File: config.mk
export PLATFORM = sky130hd
export DESIGN_NAME = vx_dcr_launch_ctrl
export DESIGN_NICKNAME = d
export VERILOG_FILES = /design/src/rtl/vx_dcr_launch_ctrl.sv
export SDC_FILE = /design/constraint.sdc
export NUM_CORES = 1
export LEC_CHECK = 0
export ABC_AREA = 1
export ABC_CLOCK_PERIOD_IN_PS = 20900
export BUFFER_PORTS_ARGS = -buffer_cell sky130_fd_sc_hd__buf_2
export CELL_PAD_IN_SITES_DETAIL_PLACEMENT = 0
export CELL_PAD_IN_SITES_GLOBAL_PLACEMENT = 1
export CORE_ASPECT_RATIO = 1.75
export CORE_MARGIN = 4
export CORE_UTILIZATION = 35
export DETAILED_ROUTE_END_ITERATION = 8
export PLACE_DENSITY = 0.71
export SETUP_SLACK_MARGIN = 0.5
export SKIP_LAST_GASP = 1
export SLEW_MARGIN = 15
export SYNTH_ARGS = -nofsm -noshare
export SYNTH_HDL_FRONTEND = slang
export SYNTH_SLANG_ARGS = --single-unit
File: constraint.sdc
create_clock -name clk -period 20.9 [get_ports clk]
set_input_delay 1.045 -clock clk [delete_from_list [all_inputs] [get_ports clk]]
set_output_delay 1.045 -clock clk [all_outputs]
set_load 0.01 [all_outputs]
File: src/rtl/vx_dcr_launch_ctrl.sv
// vx_dcr_launch_ctrl
// Kernel-launch sequencer sitting in front of the Vortex wrapper.
// The host stages a small table of DCR writes while the sequencer is idle.
// On start, the table is replayed one entry per cycle onto the DCR write port.
// After a short drain, the core reset is released and the sequencer waits for
// the core to report busy. It then times the run until busy falls, the busy
// wait times out, or the host aborts.
module vx_dcr_launch_ctrl #(
    parameter int NUM_DCRS       = 8,
    parameter int DCR_ADDR_WIDTH = 12,
    parameter int DCR_DATA_WIDTH = 32,
    parameter int DRAIN_CYCLES   = 2,
    parameter int BUSY_TIMEOUT   = 1024,
    parameter int CNT_WIDTH      = 48
) (
    input  logic                          clk,
    input  logic                          reset,
    input  logic                          cfg_valid,
    output logic                          cfg_ready,
    input  logic [$clog2(NUM_DCRS)-1:0]   cfg_idx,
    input  logic [DCR_ADDR_WIDTH-1:0]     cfg_addr,
    input  logic [DCR_DATA_WIDTH-1:0]     cfg_data,
    input  logic                          cfg_clear,
    input  logic                          start_valid,
    output logic                          start_ready,
    input  logic                          abort,
    output logic                          dcr_wr_valid,
    output logic [DCR_ADDR_WIDTH-1:0]     dcr_wr_addr,
    output logic [DCR_DATA_WIDTH-1:0]     dcr_wr_data,
    output logic                          vx_reset,
    input  logic                          busy,
    output logic                          running,
    output logic                          done,
    output logic [1:0]                    err_code,
    output logic [CNT_WIDTH-1:0]          cycle_count
);

    localparam int IDX_W = $clog2(NUM_DCRS);
    localparam int TMR_W = $clog2(BUSY_TIMEOUT + 1);
    localparam int DRN_W = $clog2(DRAIN_CYCLES + 2);

    localparam logic [IDX_W-1:0] LAST_IDX = IDX_W'(NUM_DCRS - 1);
    localparam logic [TMR_W-1:0] TMR_LAST = TMR_W'(BUSY_TIMEOUT - 1);
    localparam logic [DRN_W-1:0] DRN_LAST = DRN_W'(DRAIN_CYCLES - 1);

    localparam logic [1:0] ERR_OK      = 2'b00;
    localparam logic [1:0] ERR_TIMEOUT = 2'b01;
    localparam logic [1:0] ERR_ABORT   = 2'b10;

    typedef enum logic [2:0] {
        ST_IDLE        = 3'd0,
        ST_PROGRAM     = 3'd1,
        ST_DRAIN       = 3'd2,
        ST_LAUNCH_WAIT = 3'd3,
        ST_RUN         = 3'd4,
        ST_DONE        = 3'd5
    } state_t;

    state_t                       state_r;
    logic [IDX_W-1:0]             idx_r;
    logic [IDX_W-1:0]             idx_nxt_s;
    logic [DRN_W-1:0]             drain_r;
    logic [TMR_W-1:0]             tmr_r;

    // Staging table: registered copy and the value it takes at the next edge.
    logic [NUM_DCRS-1:0]          tbl_valid_r;
    logic [DCR_ADDR_WIDTH-1:0]    tbl_addr_r [NUM_DCRS];
    logic [DCR_DATA_WIDTH-1:0]    tbl_data_r [NUM_DCRS];
    logic [NUM_DCRS-1:0]          tbl_valid_s;
    logic [DCR_ADDR_WIDTH-1:0]    tbl_addr_s [NUM_DCRS];
    logic [DCR_DATA_WIDTH-1:0]    tbl_data_s [NUM_DCRS];

    // Registered outputs.
    logic                         idle_r;
    logic                         dcr_wr_valid_r;
    logic [DCR_ADDR_WIDTH-1:0]    dcr_wr_addr_r;
    logic [DCR_DATA_WIDTH-1:0]    dcr_wr_data_r;
    logic                         vx_reset_r;
    logic                         running_r;
    logic                         done_r;
    logic [1:0]                   err_r;
    logic [CNT_WIDTH-1:0]         cnt_r;

    assign cfg_ready    = idle_r;
    assign start_ready  = idle_r;
    assign dcr_wr_valid = dcr_wr_valid_r;
    assign dcr_wr_addr  = dcr_wr_addr_r;
    assign dcr_wr_data  = dcr_wr_data_r;
    assign vx_reset     = vx_reset_r;
    assign running      = running_r;
    assign done         = done_r;
    assign err_code     = err_r;
    assign cycle_count  = cnt_r;

    assign idx_nxt_s = idx_r + IDX_W'(1'b1);

    // Next table contents: host edits are honoured only while idle.
    // A clear and a write in the same cycle keep just the written entry.
    always_comb begin
        tbl_valid_s = tbl_valid_r;
        for (int i = 0; i < NUM_DCRS; i++) begin
            tbl_addr_s[i] = tbl_addr_r[i];
            tbl_data_s[i] = tbl_data_r[i];
        end
        if (state_r == ST_IDLE) begin
            if (cfg_clear) begin
                tbl_valid_s = {NUM_DCRS{1'b0}};
            end else begin
                tbl_valid_s = tbl_valid_r;
            end
            if (cfg_valid) begin
                tbl_valid_s[cfg_idx] = 1'b1;
                tbl_addr_s[cfg_idx]  = cfg_addr;
                tbl_data_s[cfg_idx]  = cfg_data;
            end else begin
                tbl_valid_s[cfg_idx] = tbl_valid_s[cfg_idx];
            end
        end else begin
            tbl_valid_s = tbl_valid_r;
        end
    end

    // Staging table storage.
    always_ff @(posedge clk or posedge reset) begin
        if (reset) begin
            tbl_valid_r <= {NUM_DCRS{1'b0}};
            for (int i = 0; i < NUM_DCRS; i++) begin
                tbl_addr_r[i] <= {DCR_ADDR_WIDTH{1'b0}};
                tbl_data_r[i] <= {DCR_DATA_WIDTH{1'b0}};
            end
        end else begin
            tbl_valid_r <= tbl_valid_s;
            for (int i = 0; i < NUM_DCRS; i++) begin
                tbl_addr_r[i] <= tbl_addr_s[i];
                tbl_data_r[i] <= tbl_data_s[i];
            end
        end
    end

    // Launch sequencer: state, counters and all registered outputs.
    always_ff @(posedge clk or posedge reset) begin
        if (reset) begin
            state_r        <= ST_IDLE;
            idx_r          <= {IDX_W{1'b0}};
            drain_r        <= {DRN_W{1'b0}};
            tmr_r          <= {TMR_W{1'b0}};
            idle_r         <= 1'b1;
            dcr_wr_valid_r <= 1'b0;
            dcr_wr_addr_r  <= {DCR_ADDR_WIDTH{1'b0}};
            dcr_wr_data_r  <= {DCR_DATA_WIDTH{1'b0}};
            vx_reset_r     <= 1'b1;
            running_r      <= 1'b0;
            done_r         <= 1'b0;
            err_r          <= ERR_OK;
            cnt_r          <= {CNT_WIDTH{1'b0}};
        end else begin
            // The DCR port and the done pulse are single-cycle by default.
            done_r         <= 1'b0;
            dcr_wr_valid_r <= 1'b0;
            dcr_wr_addr_r  <= {DCR_ADDR_WIDTH{1'b0}};
            dcr_wr_data_r  <= {DCR_DATA_WIDTH{1'b0}};
            case (state_r)
                ST_IDLE: begin
                    if (start_valid) begin
                        state_r <= ST_PROGRAM;
                        idle_r  <= 1'b0;
                        err_r   <= ERR_OK;
                        cnt_r   <= {CNT_WIDTH{1'b0}};
                        idx_r   <= {IDX_W{1'b0}};
                        // Entry 0 goes out in the first PROGRAM cycle and must
                        // see a host write made in the accept cycle.
                        if (tbl_valid_s[0]) begin
                            dcr_wr_valid_r <= 1'b1;
                            dcr_wr_addr_r  <= tbl_addr_s[0];
                            dcr_wr_data_r  <= tbl_data_s[0];
                        end else begin
                            dcr_wr_valid_r <= 1'b0;
                        end
                    end else begin
                        state_r <= ST_IDLE;
                    end
                end
                ST_PROGRAM: begin
                    if (idx_r == LAST_IDX) begin
                        if (DRAIN_CYCLES == 0) begin
                            state_r    <= ST_LAUNCH_WAIT;
                            vx_reset_r <= 1'b0;
                            running_r  <= 1'b1;
                            tmr_r      <= {TMR_W{1'b0}};
                        end else begin
                            state_r <= ST_DRAIN;
                            drain_r <= {DRN_W{1'b0}};
                        end
                    end else begin
                        idx_r <= idx_nxt_s;
                        if (tbl_valid_r[idx_nxt_s]) begin
                            dcr_wr_valid_r <= 1'b1;
                            dcr_wr_addr_r  <= tbl_addr_r[idx_nxt_s];
                            dcr_wr_data_r  <= tbl_data_r[idx_nxt_s];
                        end else begin
                            dcr_wr_valid_r <= 1'b0;
                        end
                    end
                end
                ST_DRAIN: begin
                    if (drain_r == DRN_LAST) begin
                        state_r    <= ST_LAUNCH_WAIT;
                        vx_reset_r <= 1'b0;
                        running_r  <= 1'b1;
                        tmr_r      <= {TMR_W{1'b0}};
                    end else begin
                        drain_r <= drain_r + DRN_W'(1'b1);
                    end
                end
                ST_LAUNCH_WAIT: begin
                    // Abort beats busy, busy beats the timeout.
                    if (abort) begin
                        state_r    <= ST_DONE;
                        err_r      <= ERR_ABORT;
                        done_r     <= 1'b1;
                        vx_reset_r <= 1'b1;
                        running_r  <= 1'b0;
                    end else if (busy) begin
                        state_r <= ST_RUN;
                    end else if (tmr_r == TMR_LAST) begin
                        state_r    <= ST_DONE;
                        err_r      <= ERR_TIMEOUT;
                        done_r     <= 1'b1;
                        vx_reset_r <= 1'b1;
                        running_r  <= 1'b0;
                    end else begin
                        tmr_r <= tmr_r + TMR_W'(1'b1);
                    end
                end
                ST_RUN: begin
                    // Every RUN cycle counts, including the one that exits.
                    if (cnt_r != {CNT_WIDTH{1'b1}}) begin
                        cnt_r <= cnt_r + CNT_WIDTH'(1'b1);
                    end else begin
                        cnt_r <= cnt_r;
                    end
                    if (abort) begin
                        state_r    <= ST_DONE;
                        err_r      <= ERR_ABORT;
                        done_r     <= 1'b1;
                        vx_reset_r <= 1'b1;
                        running_r  <= 1'b0;
                    end else if (!busy) begin
                        state_r    <= ST_DONE;
                        done_r     <= 1'b1;
                        vx_reset_r <= 1'b1;
                        running_r  <= 1'b0;
                    end else begin
                        state_r <= ST_RUN;
                    end
                end
                ST_DONE: begin
                    state_r <= ST_IDLE;
                    idle_r  <= 1'b1;
                end
                default: begin
                    state_r    <= ST_IDLE;
                    idle_r     <= 1'b1;
                    vx_reset_r <= 1'b1;
                    running_r  <= 1'b0;
                end
            endcase
        end
    end

endmodule

==> flow_results.xml, run 1 <==
<?xml version="1.0" encoding="UTF-8"?>
<metrics>
  <group name="run_status">
    <metric name="run_status" unit="">complete, no violations</metric>
  </group>
  <group name="drt">
    <metric name="route.vias.total" unit="">18600</metric>
    <metric name="postRouteAntennaNets" unit="">0</metric>
    <metric name="detailed_route_wire_length_per_cell" unit="µm">18.3</metric>
    <metric name="detail_route.wirelength" unit="µm">66500</metric>
    <metric name="dr.first_iter.drc_count" unit="">1028</metric>
    <metric name="drc" unit="">0</metric>
    <metric name="drtPass1Iterations" unit="">5</metric>
    <metric name="drt-vias-per-instance" unit="">5.12</metric>
  </group>
  <group name="cts">
    <metric name="post_cts_resized" unit="">0</metric>
    <metric name="clock_path_buffers" unit="">3</metric>
    <metric name="clk_root_buffer_cell" unit="">clkbuf_16</metric>
    <metric name="clock_transition_time_at_the_flip_flop_clock_pins_of_the_worst_setup_and_hold_paths" unit="ps">60</metric>
    <metric name="cts_hold_repair.buffers" unit="">0</metric>
    <metric name="clock_sink_count" unit="">478</metric>
    <metric name="cts_tree" unit="">done</metric>
    <metric name="clk-insertion-delay-late" unit="ps">600</metric>
    <metric name="number_of_buffers_created_by_cts" unit="">48</metric>
    <metric name="postCtsSetupBuffers" unit="">0</metric>
    <metric name="clock_tree.htree_level_count" unit="">2</metric>
  </group>
  <group name="global_routing">
    <metric name="antenna_found_initial" unit="">5</metric>
    <metric name="grtUsageTotal" unit="%">18.6</metric>
    <metric name="grt.overflow.total" unit="">0</metric>
    <metric name="first_global_vias" unit="">18600</metric>
    <metric name="grt_start_max_net_pins" unit="">171</metric>
    <metric name="grt_pass1_wl" unit="µm">105000</metric>
  </group>
  <group name="final_layout">
    <metric name="multi_input_comb_area" unit="µm²">9560</metric>
    <metric name="commonest_non_fill_non_tap_cells_in_the_layout" unit="">nand2_1 (656), dfrtp_1 (475), o21ai_0 (360)</metric>
    <metric name="ff_latch_area" unit="µm²">12000</metric>
    <metric name="most_common_cell_after_layout_fill_and_taps_aside" unit="">nand2_1</metric>
    <metric name="final_cell_count_no_fill" unit="">3635</metric>
    <metric name="drive_gt1_share" unit="%">17.5</metric>
    <metric name="fillerInstances" unit="">6560</metric>
    <metric name="area.growth.synth_to_final" unit="%">13.0</metric>
    <metric name="nets" unit="">2771</metric>
  </group>
  <group name="logic_synthesis">
    <metric name="synth_area" unit="µm²">23100</metric>
    <metric name="synth.distinct_cells" unit="">42</metric>
    <metric name="post_synth_xor_area_fraction" unit="%">0.911</metric>
    <metric name="netlist.top_cell.by_area" unit="">dfrtp_1</metric>
    <metric name="synth_sequential_area_ratio" unit="%">51.9</metric>
    <metric name="synth_top_area_share" unit="%">51.6</metric>
    <metric name="synth.ff_latch_count" unit="">478</metric>
    <metric name="synth_compound_gate_area_share" unit="%">12.5</metric>
    <metric name="netlist_instances" unit="">2628</metric>
    <metric name="combinational_family_with_the_most_area_after_synthesis" unit="">simple AND/OR/NAND/NOR gates</metric>
    <metric name="syn_nets" unit="">2687</metric>
    <metric name="synth-warning-count" unit="">0</metric>
    <metric name="share_of_synthesized_area_spent_on_multiplexers" unit="%">9.66</metric>
    <metric name="synth_area_leaders" unit="">dfrtp_1 (52%), nand2_1 (11%), mux2_2 (9.1%)</metric>
    <metric name="post_synth_fa_ha_maj_area_fraction" unit="%">0.271</metric>
    <metric name="post_synth_and_or_nand_nor_area_fraction" unit="%">17.9</metric>
    <metric name="synth_area_per_cell" unit="µm²">8.78</metric>
  </group>
  <group name="critical_path">
    <metric name="category_of_the_critical_setup_timing_path" unit="">primary input to async pin</metric>
    <metric name="crit_path_top_delay_cell" unit="">buf_4</metric>
    <metric name="required" unit="ps">21370</metric>
    <metric name="worst_setup_path_startpoint" unit="">reset</metric>
    <metric name="worstPathCellList" unit="">buf_2 -&gt; inv_8 -&gt; buf_12 -&gt; buf_4 -&gt; buf_4 -&gt; buf_4</metric>
    <metric name="cp_data_arrival_time" unit="ps">5160</metric>
    <metric name="critical_path.n_buffers_inverters" unit="">6</metric>
    <metric name="cp_slowest_stage_delay" unit="ps">890</metric>
    <metric name="critPathCaptureType" unit="">async pin</metric>
    <metric name="rr_startpoint" unit="">idx_r[0]</metric>
    <metric name="worst_path_dominant_cell_family" unit="">buffers and inverters</metric>
    <metric name="timing.critical_path.fanout_max" unit="">170</metric>
    <metric name="startpoint_type" unit="">primary input</metric>
    <metric name="timing.critical_path.mode_cell" unit="">buf_4</metric>
  </group>
  <group name="sta">
    <metric name="setup-tns-final" unit="ps">0</metric>
    <metric name="hold_viol" unit="">0</metric>
    <metric name="maxClockFrequency" unit="MHz">213</metric>
    <metric name="setup_slack_of_the_critical_path_after_layout" unit="ps">16210</metric>
    <metric name="fin_worst_skew" unit="ps">27.2</metric>
    <metric name="timing.max_slew.rel_slack" unit="%">25.2</metric>
    <metric name="fin_crit" unit="ps">4690</metric>
    <metric name="unrepaired_setup_endpoints_after_global_routing" unit="">no</metric>
    <metric name="period_share" unit="%">22.4</metric>
    <metric name="worst_pin_slew" unit="ps">1120</metric>
    <metric name="whs" unit="ps">468</metric>
    <metric name="timing.final.max_slew_violations" unit="">0</metric>
    <metric name="timing.final.setup_violations" unit="">0</metric>
  </group>
  <group name="placed_design">
    <metric name="finalWeightedCongestion" unit="">0.849</metric>
    <metric name="placed_cells" unit="">3544</metric>
    <metric name="dp_hpwl" unit="µm">39900</metric>
    <metric name="post-place-ws" unit="ps">15320</metric>
    <metric name="port_buffers" unit="">153</metric>
  </group>
  <group name="die">
    <metric name="die_width" unit="µm">202</metric>
    <metric name="dieHeight" unit="µm">348</metric>
    <metric name="rows" unit="">124</metric>
    <metric name="placeableCoreArea" unit="µm²">65300</metric>
    <metric name="io-pin-count" unit="">154</metric>
    <metric name="design.die.area" unit="µm²">70300</metric>
    <metric name="initial_utilization" unit="%">35.3</metric>
  </group>
  <group name="power_and_ir_drop">
    <metric name="sequentialPowerShare" unit="%">41.1</metric>
    <metric name="post-layout-total-power" unit="mW">3.57</metric>
    <metric name="internal-power" unit="mW">2.25</metric>
    <metric name="p_leak" unit="nW">11.9</metric>
    <metric name="ratio_of_total_power_to_cell_area" unit="nW/µm²">137</metric>
    <metric name="p_clk_share" unit="%">24.7</metric>
    <metric name="power.ir.vdd_worst" unit="V">0.0000643</metric>
    <metric name="net_switching_power_of_the_design" unit="mW">1.31</metric>
    <metric name="power.switching_fraction" unit="%">36.8</metric>
    <metric name="combinational_share_of_power" unit="%">34.2</metric>
  </group>
  <group name="min_path">
    <metric name="hold_path_startpoint" unit="">running</metric>
    <metric name="hp-class" unit="">register to register</metric>
  </group>
  <group name="job">
    <metric name="max-cap-violations" unit="">0</metric>
  </group>
</metrics>
per-stage QoR:
| stage | instance area [µm²] | utilization [%] |
|---|---|---|
| finish | 26100 | 39.9 |
| global route | 26100 | 39.9 |
| CTS | 26100 | 39.9 |
| detailed placement | 24500 | 37.5 |
| global placement | 24500 | 37.5 |
| floorplan | 23100 | - |
layer usage:
layer	vias up	GRT usage [%]	routed length [µm]
met2	492	33.1	33400
li1	8797	-	-
met4	4	6.45	2320
met1	9181	22.8	27200
met3	124	3.12	3510
met5	-	0	27
power by group through the flow:
| stage | Clock, mW | Combinational, mW | Sequential (mW) |
|---|---|---|---|
| 4_1_cts | 0.908 | 1.24 | 1.47 |
| 6_report | 0.881 | 1.22 | 1.47 |
| 3_5_place_dp | 0 | 1.23 | 1.48 |
| 2_1_floorplan | 0 | 0.927 | 1.44 |
| 5_1_grt | 0.943 | 1.39 | 1.51 |
| 3_3_place_gp | 0 | 1.20 | 1.46 |
layout make-up:
class | count | area share [%]
Antenna cell | 4 | 0.0384
Multi-Input combinational cell | 1777 | 36.7
Sequential cell | 478 | 45.9
Clock buffer | 69 | 5.41
Clock inverter | 18 | 0.710
Inverter | 228 | 3.32
Timing Repair Buffer | 179 | 3.73
Tap cell | 882 | 4.23
tightest hold or removal path, delay by kind of cell, from the launching register on:
family / cells / cell delay (ps)
and+or+nand+nor: 2 / 90
DFF: 1 / 340
kinds of logic after synthesis:
| group | Yosys count |
|---|---|
| simple gates | 994 |
| compound gates | 556 |
| flops | 478 |
| buf+inv | 373 |
| mux | 198 |
| xor+xnor | 24 |
| fa+ha+maj | 5 |
Yosys cell counts, drive strengths merged:
master / instances
a21oi: 149
nand2: 660
nor2: 142
clkinv: 2
buf: 95
dfrtp: 476
o21ai: 366
inv: 226
nor3: 6
ha: 5
xnor2: 6
o211ai: 10
clkbuf: 50
o31ai: 2
xor2: 18
o21bai: 2
nand3: 155
or2: 11
dfstp: 2
o2111ai: 1
o22ai: 10
nand4: 20
a22oi: 1
a31oi: 15
mux2: 198
worst paths after layout:
path / to / slack, ps / depth (start not counted)
setup / recovery: idx_r[0] / 16210 / 6
hold / removal: running / 470 / 2
setup reg to reg: dcr_wr_addr[10] / 17270 / 8
hold reg to reg: running / 470 / 2
max in group clk: dcr_wr_addr[10] / 17270 / 8
min in group asynchronous: dcr_wr_addr[2] / 590 / 2
Note: power is estimated with default switching activity, not from simulation.
==> run 2: changes to the inputs <==
Settings changed: ABC_CLOCK_PERIOD_IN_PS 20900 to 3800, PLACE_DENSITY 0.71 to 0.73.
Clock period 20.9 ns to 3.8 ns, I/O delays scaled along.
==> flow_results.xml, run 2 (synthesis results as in run 1) <==
<?xml version="1.0" encoding="UTF-8"?>
<metrics>
  <group name="run_status">
    <metric name="run_status" unit="">complete, no violations</metric>
  </group>
  <group name="critical_path">
    <metric name="cp_slowest_stage_delay" unit="ps">640</metric>
    <metric name="timing.critical_path.mode_cell" unit="">nand2_1</metric>
    <metric name="startpoint_type" unit="">register</metric>
    <metric name="timing.reg2reg.setup_slack" unit="ps">980</metric>
    <metric name="cp_data_arrival_time" unit="ps">3340</metric>
    <metric name="category_of_the_critical_setup_timing_path" unit="">register to register</metric>
    <metric name="rr_startpoint" unit="">idx_r[0]</metric>
    <metric name="worstPathCellList" unit="">buf_4 -&gt; o21ai_0 -&gt; nand2_1 -&gt; nand2_1 -&gt; nand2_1 -&gt; nand2_1 -&gt; nor2_4 -&gt; buf_4 -&gt; nand2_1 -&gt; nand2_1</metric>
    <metric name="worst_setup_path_startpoint" unit="">idx_r[0]</metric>
    <metric name="timing.reg2reg.worst_path_depth" unit="">10</metric>
    <metric name="endpoint_of_the_worst_slack_reg_to_reg_timing_path" unit="">dcr_wr_addr[4]</metric>
    <metric name="crit_path_top_delay_cell" unit="">buf_4</metric>
    <metric name="timing.critical_path.depth" unit="">10</metric>
    <metric name="critical_path.n_buffers_inverters" unit="">2</metric>
    <metric name="critPathCaptureType" unit="">register</metric>
    <metric name="worst_path_dominant_cell_family" unit="">buffers and inverters</metric>
    <metric name="required" unit="ps">4330</metric>
    <metric name="timing.critical_path.fanout_max" unit="">71</metric>
    <metric name="cp-endpoint" unit="">dcr_wr_addr[4]</metric>
  </group>
  <group name="job">
    <metric name="max-cap-violations" unit="">0</metric>
  </group>
  <group name="placed_design">
    <metric name="post_dp_area" unit="µm²">24700</metric>
    <metric name="port_buffers" unit="">153</metric>
    <metric name="dp_hpwl" unit="µm">41900</metric>
    <metric name="finalWeightedCongestion" unit="">0.867</metric>
    <metric name="placed_cells" unit="">3555</metric>
    <metric name="post-place-ws" unit="ps">1040</metric>
  </group>
  <group name="drt">
    <metric name="drc" unit="">0</metric>
    <metric name="postRouteAntennaNets" unit="">0</metric>
    <metric name="detail_route.wirelength" unit="µm">67500</metric>
    <metric name="dr.first_iter.drc_count" unit="">988</metric>
    <metric name="route.vias.total" unit="">18700</metric>
    <metric name="drtPass1Iterations" unit="">5</metric>
    <metric name="drt-vias-per-instance" unit="">5.08</metric>
    <metric name="detailed_route_wire_length_per_cell" unit="µm">18.3</metric>
  </group>
  <group name="final_layout">
    <metric name="final_cell_count_no_fill" unit="">3688</metric>
    <metric name="final_area" unit="µm²">26800</metric>
    <metric name="area.growth.synth_to_final" unit="%">16.2</metric>
    <metric name="commonest_non_fill_non_tap_cells_in_the_layout" unit="">nand2_1 (656), dfrtp_1 (475), o21ai_0 (360)</metric>
    <metric name="nets" unit="">2827</metric>
    <metric name="most_common_cell_after_layout_fill_and_taps_aside" unit="">nand2_1</metric>
    <metric name="fillerInstances" unit="">6493</metric>
    <metric name="drive_gt1_share" unit="%">17.5</metric>
  </group>
  <group name="global_routing">
    <metric name="first_global_vias" unit="">19000</metric>
    <metric name="grt_pass1_wl" unit="µm">107000</metric>
    <metric name="antenna_found_initial" unit="">5</metric>
    <metric name="grt_start_max_net_pins" unit="">141</metric>
    <metric name="grtUsageTotal" unit="%">18.9</metric>
    <metric name="grt.overflow.total" unit="">0</metric>
  </group>
  <group name="die">
    <metric name="design.die.area" unit="µm²">70300</metric>
    <metric name="initial_utilization" unit="%">35.3</metric>
    <metric name="rows" unit="">124</metric>
    <metric name="die_width" unit="µm">202</metric>
    <metric name="io-pin-count" unit="">154</metric>
    <metric name="placeableCoreArea" unit="µm²">65300</metric>
    <metric name="dieHeight" unit="µm">348</metric>
  </group>
  <group name="cts">
    <metric name="cts_tree" unit="">done</metric>
    <metric name="post_cts_resized" unit="">0</metric>
    <metric name="clk-insertion-delay-late" unit="ps">610</metric>
    <metric name="clk_root_buffer_cell" unit="">clkbuf_16</metric>
    <metric name="number_of_buffers_created_by_cts" unit="">47</metric>
    <metric name="clock_tree.htree_level_count" unit="">2</metric>
    <metric name="clock_path_buffers" unit="">3</metric>
    <metric name="postCtsSetupBuffers" unit="">0</metric>
    <metric name="clock_sink_count" unit="">478</metric>
    <metric name="clock_transition_time_at_the_flip_flop_clock_pins_of_the_worst_setup_and_hold_paths" unit="ps">60</metric>
  </group>
  <group name="sta">
    <metric name="timing.final.setup_violations" unit="">0</metric>
    <metric name="setup_slack_of_the_critical_path_after_layout" unit="ps">985</metric>
    <metric name="timing.max_slew.rel_slack" unit="%">44.4</metric>
    <metric name="hold_viol" unit="">0</metric>
    <metric name="fin_crit" unit="ps">2820</metric>
    <metric name="period_share" unit="%">74.1</metric>
    <metric name="fin_worst_skew" unit="ps">32.0</metric>
    <metric name="worst_pin_slew" unit="ps">834</metric>
    <metric name="maxClockFrequency" unit="MHz">355</metric>
    <metric name="timing.final.max_slew_violations" unit="">0</metric>
    <metric name="unrepaired_setup_endpoints_after_global_routing" unit="">no</metric>
  </group>
  <group name="min_path">
    <metric name="hp-class" unit="">primary input to register</metric>
    <metric name="hold_path_startpoint" unit="">cfg_clear</metric>
  </group>
  <group name="power_and_ir_drop">
    <metric name="ratio_of_total_power_to_cell_area" unit="nW/µm²">743</metric>
    <metric name="power.ir.vdd_worst" unit="V">0.000451</metric>
    <metric name="p_leak" unit="nW">12.2</metric>
  </group>
</metrics>
## run 2: through the flow
stage               hold slack (ps)  TNS [ps]  total power [mW]  util (%)
floorplan                       311  -1365930              13.0         -
global placement                276         0              14.7      37.8
finish                         47.4         0              19.9      41.0
global route                   62.7         0              21.4      41.0
detailed placement              291         0              15.0      37.8
CTS                            5.17         0              20.1      41.0
## run 2: layout make-up
class | instances | area [µm²] | share of cell area, %
flip-flops and latches | 478 | 12000 | 44.6
well taps | 882 | 1100 | 4.12
inverters | 228 | 862 | 3.22
multi-input cells | 1777 | 9560 | 35.7
diodes | 3 | 7.51 | 0.0280
clock inverters | 18 | 285 | 1.06
clock buffers | 66 | 1360 | 5.06
repair buffers | 236 | 1670 | 6.22
## run 2: per-layer routing
metal	vias to the layer above	track usage (%)	wire (µm)
met3	149	2.97	3210
met1	9173	22.7	27400
met2	497	33.7	34000
met4	4	7.75	2850
met5	-	0	21
li1	8905	-	-
## run 2: how the worst min path moves through the flow
stage / endpoint / slack [ps] / depth (start not counted)
floorplan: register / 310 / 2
global placement: cycle_count[10] / 280 / 2
detailed placement: cycle_count[8] / 290 / 2
CTS: tbl_valid_r[2] / 5 / 4
global route: tbl_valid_r[2] / 60 / 4
finish: tbl_valid_r[2] / 50 / 4
## run 2: where the power goes
part / switching (mW) / internal (mW)
clock: 2.07 / 2.91
combinational: 4.28 / 2.59
sequential: 0.917 / 7.14
## run 2: timing repair
item                                    CTS  global route
hold buffers                             46             0
endpoints found under the setup margin    0             0
endpoints found under the hold margin   385             0
## run 2: worst min-delay path, cell delays in order
cell and delay, ps:
buf_2 180, o22ai_1 110, nand2_1 50, o21ai_0 70
==> run 3: changes to the inputs <==
Settings changed: ABC_AREA 1 to 0, ABC_CLOCK_PERIOD_IN_PS 3800 to 2900, PLACE_DENSITY 0.73 to 0.67.
Clock period 3.8 ns to 2.9 ns, I/O delays scaled along.
==> flow_results.xml, run 3 <==
<?xml version="1.0" encoding="UTF-8"?>
<metrics>
  <group name="sta">
    <metric name="unrepaired_setup_endpoints_after_global_routing" unit="">yes</metric>
    <metric name="maxClockFrequency" unit="MHz">424</metric>
    <metric name="setup_slack_of_the_critical_path_after_layout" unit="ps">544</metric>
    <metric name="worst_pin_slew" unit="ps">862</metric>
    <metric name="whs" unit="ps">158</metric>
    <metric name="fin_crit" unit="ps">2360</metric>
    <metric name="fin_worst_skew" unit="ps">21.5</metric>
    <metric name="timing.final.setup_violations" unit="">0</metric>
    <metric name="timing.max_slew.rel_slack" unit="%">42.5</metric>
    <metric name="setup-tns-final" unit="ps">0</metric>
    <metric name="timing.final.max_slew_violations" unit="">0</metric>
    <metric name="period_share" unit="%">81.2</metric>
    <metric name="hold_viol" unit="">0</metric>
  </group>
  <group name="die">
    <metric name="io-pin-count" unit="">154</metric>
    <metric name="rows" unit="">120</metric>
    <metric name="dieHeight" unit="µm">338</metric>
    <metric name="die_width" unit="µm">197</metric>
    <metric name="design.die.area" unit="µm²">66500</metric>
    <metric name="initial_utilization" unit="%">35.5</metric>
    <metric name="placeableCoreArea" unit="µm²">61400</metric>
  </group>
  <group name="cts">
    <metric name="clk-insertion-delay-late" unit="ps">570</metric>
    <metric name="cts_tree" unit="">done</metric>
    <metric name="clock_transition_time_at_the_flip_flop_clock_pins_of_the_worst_setup_and_hold_paths" unit="ps">60</metric>
    <metric name="clock_tree.htree_level_count" unit="">2</metric>
    <metric name="clock_sink_count" unit="">478</metric>
    <metric name="clock_path_buffers" unit="">3</metric>
    <metric name="clk_root_buffer_cell" unit="">clkbuf_16</metric>
    <metric name="number_of_buffers_created_by_cts" unit="">47</metric>
  </group>
  <group name="final_layout">
    <metric name="final_cell_count_no_fill" unit="">2630</metric>
    <metric name="most_common_cell_after_layout_fill_and_taps_aside" unit="">dfrtp_1</metric>
    <metric name="area.growth.synth_to_final" unit="%">20.5</metric>
    <metric name="final_area" unit="µm²">26300</metric>
    <metric name="nets" unit="">1856</metric>
    <metric name="final_core_density" unit="%">42.8</metric>
    <metric name="drive_gt1_share" unit="%">44.3</metric>
    <metric name="commonest_non_fill_non_tap_cells_in_the_layout" unit="">dfrtp_1 (474), mux2_2 (351), buf_2 (153)</metric>
  </group>
  <group name="logic_synthesis">
    <metric name="syn_nets" unit="">1626</metric>
    <metric name="post_synth_most_frequent_cells" unit="">dfrtp_1 (476), mux2_2 (352), nor2_1 (95)</metric>
    <metric name="synth-warning-count" unit="">0</metric>
    <metric name="synth.most_common_cell" unit="">dfrtp_1</metric>
    <metric name="synth_sequential_area_ratio" unit="%">54.9</metric>
    <metric name="synth_top_area_share" unit="%">54.6</metric>
    <metric name="ys_dominant_reg_cell" unit="">dfrtp_1</metric>
    <metric name="synth_enable_flop_cells" unit="">0</metric>
    <metric name="synth_area_leaders" unit="">dfrtp_1 (55%), mux2_2 (18%), mux4_2 (9.3%)</metric>
    <metric name="synth.distinct_cells" unit="">63</metric>
    <metric name="synth.ff_latch_count" unit="">478</metric>
    <metric name="synth_area_per_cell" unit="µm²">13.9</metric>
    <metric name="netlist_instances" unit="">1567</metric>
    <metric name="netlist.top_cell.by_area" unit="">dfrtp_1</metric>
    <metric name="share_of_async_settable_or_async_resettable_flops_after_synthesis" unit="%">100</metric>
    <metric name="synth_area" unit="µm²">21800</metric>
  </group>
  <group name="critical_path">
    <metric name="cp_slowest_stage_delay" unit="ps">510</metric>
    <metric name="timing.critical_path.fanout_max" unit="">10</metric>
    <metric name="critical_path.n_buffers_inverters" unit="">1</metric>
    <metric name="crit_path_top_delay_cell" unit="">dfrtp_4</metric>
    <metric name="category_of_the_critical_setup_timing_path" unit="">register to register</metric>
    <metric name="timing.reg2reg.worst_path_depth" unit="">7</metric>
    <metric name="worstPathCellList" unit="">ha_4 -&gt; mux4_2 -&gt; mux2_4 -&gt; nand2_8 -&gt; clkbuf_16 -&gt; nor2_1 -&gt; a31o_2</metric>
    <metric name="startpoint_type" unit="">register</metric>
    <metric name="timing.critical_path.depth" unit="">7</metric>
    <metric name="required" unit="ps">3360</metric>
    <metric name="cp_data_arrival_time" unit="ps">2820</metric>
    <metric name="worst_path_dominant_cell_family" unit="">multiplexers</metric>
    <metric name="critPathCaptureType" unit="">register</metric>
  </group>
  <group name="power_and_ir_drop">
    <metric name="power.ir.vdd_worst" unit="V">0.000768</metric>
    <metric name="net_switching_power_of_the_design" unit="mW">8.61</metric>
    <metric name="internal-power" unit="mW">18.6</metric>
    <metric name="ratio_of_total_power_to_cell_area" unit="nW/µm²">1040</metric>
    <metric name="sequentialPowerShare" unit="%">39.5</metric>
    <metric name="p_clk_share" unit="%">22.1</metric>
    <metric name="p_leak" unit="nW">11.7</metric>
    <metric name="post-layout-total-power" unit="mW">27.2</metric>
    <metric name="power.switching_fraction" unit="%">31.6</metric>
    <metric name="combinational_share_of_power" unit="%">38.4</metric>
  </group>
  <group name="drt">
    <metric name="detailed_route_wire_length_per_cell" unit="µm">22.1</metric>
    <metric name="drc" unit="">0</metric>
    <metric name="dr.first_iter.drc_count" unit="">620</metric>
    <metric name="postRouteAntennaNets" unit="">0</metric>
    <metric name="route.vias.total" unit="">14200</metric>
    <metric name="detail_route.wirelength" unit="µm">58300</metric>
    <metric name="drtPass1Iterations" unit="">5</metric>
    <metric name="drt-vias-per-instance" unit="">5.38</metric>
  </group>
  <group name="global_routing">
    <metric name="antenna_found_initial" unit="">2</metric>
    <metric name="grt_start_max_net_pins" unit="">92</metric>
    <metric name="first_global_vias" unit="">15400</metric>
    <metric name="grt_pass1_wl" unit="µm">91400</metric>
    <metric name="grt.overflow.total" unit="">0</metric>
    <metric name="grtUsageTotal" unit="%">17.3</metric>
  </group>
  <group name="placed_design">
    <metric name="post-place-ws" unit="ps">396</metric>
    <metric name="finalWeightedCongestion" unit="">0.827</metric>
    <metric name="port_buffers" unit="">153</metric>
    <metric name="dp_hpwl" unit="µm">36200</metric>
    <metric name="placed_cells" unit="">2472</metric>
    <metric name="post_dp_area" unit="µm²">23900</metric>
  </group>
  <group name="min_path">
    <metric name="hold-path-cell-count" unit="">4</metric>
    <metric name="hp-class" unit="">primary input to register</metric>
  </group>
  <group name="job">
    <metric name="max-cap-violations" unit="">0</metric>
  </group>
  <group name="run_status">
    <metric name="run_status" unit="">complete, no violations</metric>
  </group>
</metrics>
## run 3: worst paths after layout
path	start	end	slack [ps]
setup / recovery	idx_r[0]	dcr_wr_addr[8]	540
hold / removal	cfg_valid	tbl_valid_r[7]	160
setup reg to reg	idx_r[0]	dcr_wr_addr[8]	540
hold reg to reg	vx_reset	vx_reset	470
max in group asynchronous	reset	async pin	1630
min in group asynchronous	reset	cycle_count[42]	250
## run 3: cell families (layout without fill, tap and decap cells)
family | after synthesis | after routing | synth area share [%]
flip-flops | 478 | 478 | 54.9
other | 0 | 3 | 0
AND/OR/NAND/NOR | 289 | 289 | 6.65
adder cells (fa/ha/maj) | 5 | 5 | 0.287
AO/OA/AOI/OAI | 154 | 154 | 4.86
buffers and inverters | 110 | 377 | 1.99
XOR/XNOR | 38 | 38 | 1.53
multiplexers | 493 | 493 | 29.8
## run 3: area by class of cell
| cell class | count | area, µm² |
|---|---|---|
| fill | 5717 | 35100 |
| sequential | 478 | 12000 |
| multi-input combinational | 979 | 9560 |
| timing repair buffer | 279 | 2200 |
| clock buffer | 71 | 1350 |
| tap | 793 | 992 |
| clock inverter | 15 | 156 |
| inverter | 12 | 48.8 |
| antenna | 3 | 7.51 |
## run 3: worst register-to-register path, stage by stage, from the launching register on
cell and delay (ps):
dfrtp_4 510, ha_4 310, mux4_2 500, mux2_4 310, nand2_8 150, clkbuf_16 200
nor2_1 60, a31o_2 210
## run 3: power groups by stage
stage / Combinational (mW) / Clock (mW) / Sequential, mW
after floorplan: 7.36 / 0 / 10.5
after global placement: 9.68 / 0 / 10.7
after detailed placement: 9.92 / 0 / 10.9
after CTS: 10.4 / 6.22 / 10.8
after global routing: 11.4 / 6.46 / 11.0
final: 10.5 / 6.02 / 10.7
## run 3: what timing repair did
| item | in CTS | in global routing |
|---|---|---|
| gates resized for setup | 10 | 13 |
| setup buffers | 4 | 8 |
| hold buffers | 53 | 0 |
| endpoints found under the hold margin | 370 | 0 |
| pin swaps | 0 | 5 |
| gates cloned | 2 | 2 |
| endpoints found under the setup margin | 40 | 118 |
## run 3: metal layers
layer | vias up | part of all wire [%] | track usage (%)
met5 | - | 0.021 | 0
li1 | 6260 | - | -
met2 | 318 | 52 | 30.7
met3 | 91 | 4.1 | 2.37
met1 | 7482 | 41 | 21.8
met4 | 2 | 2.9 | 5.58
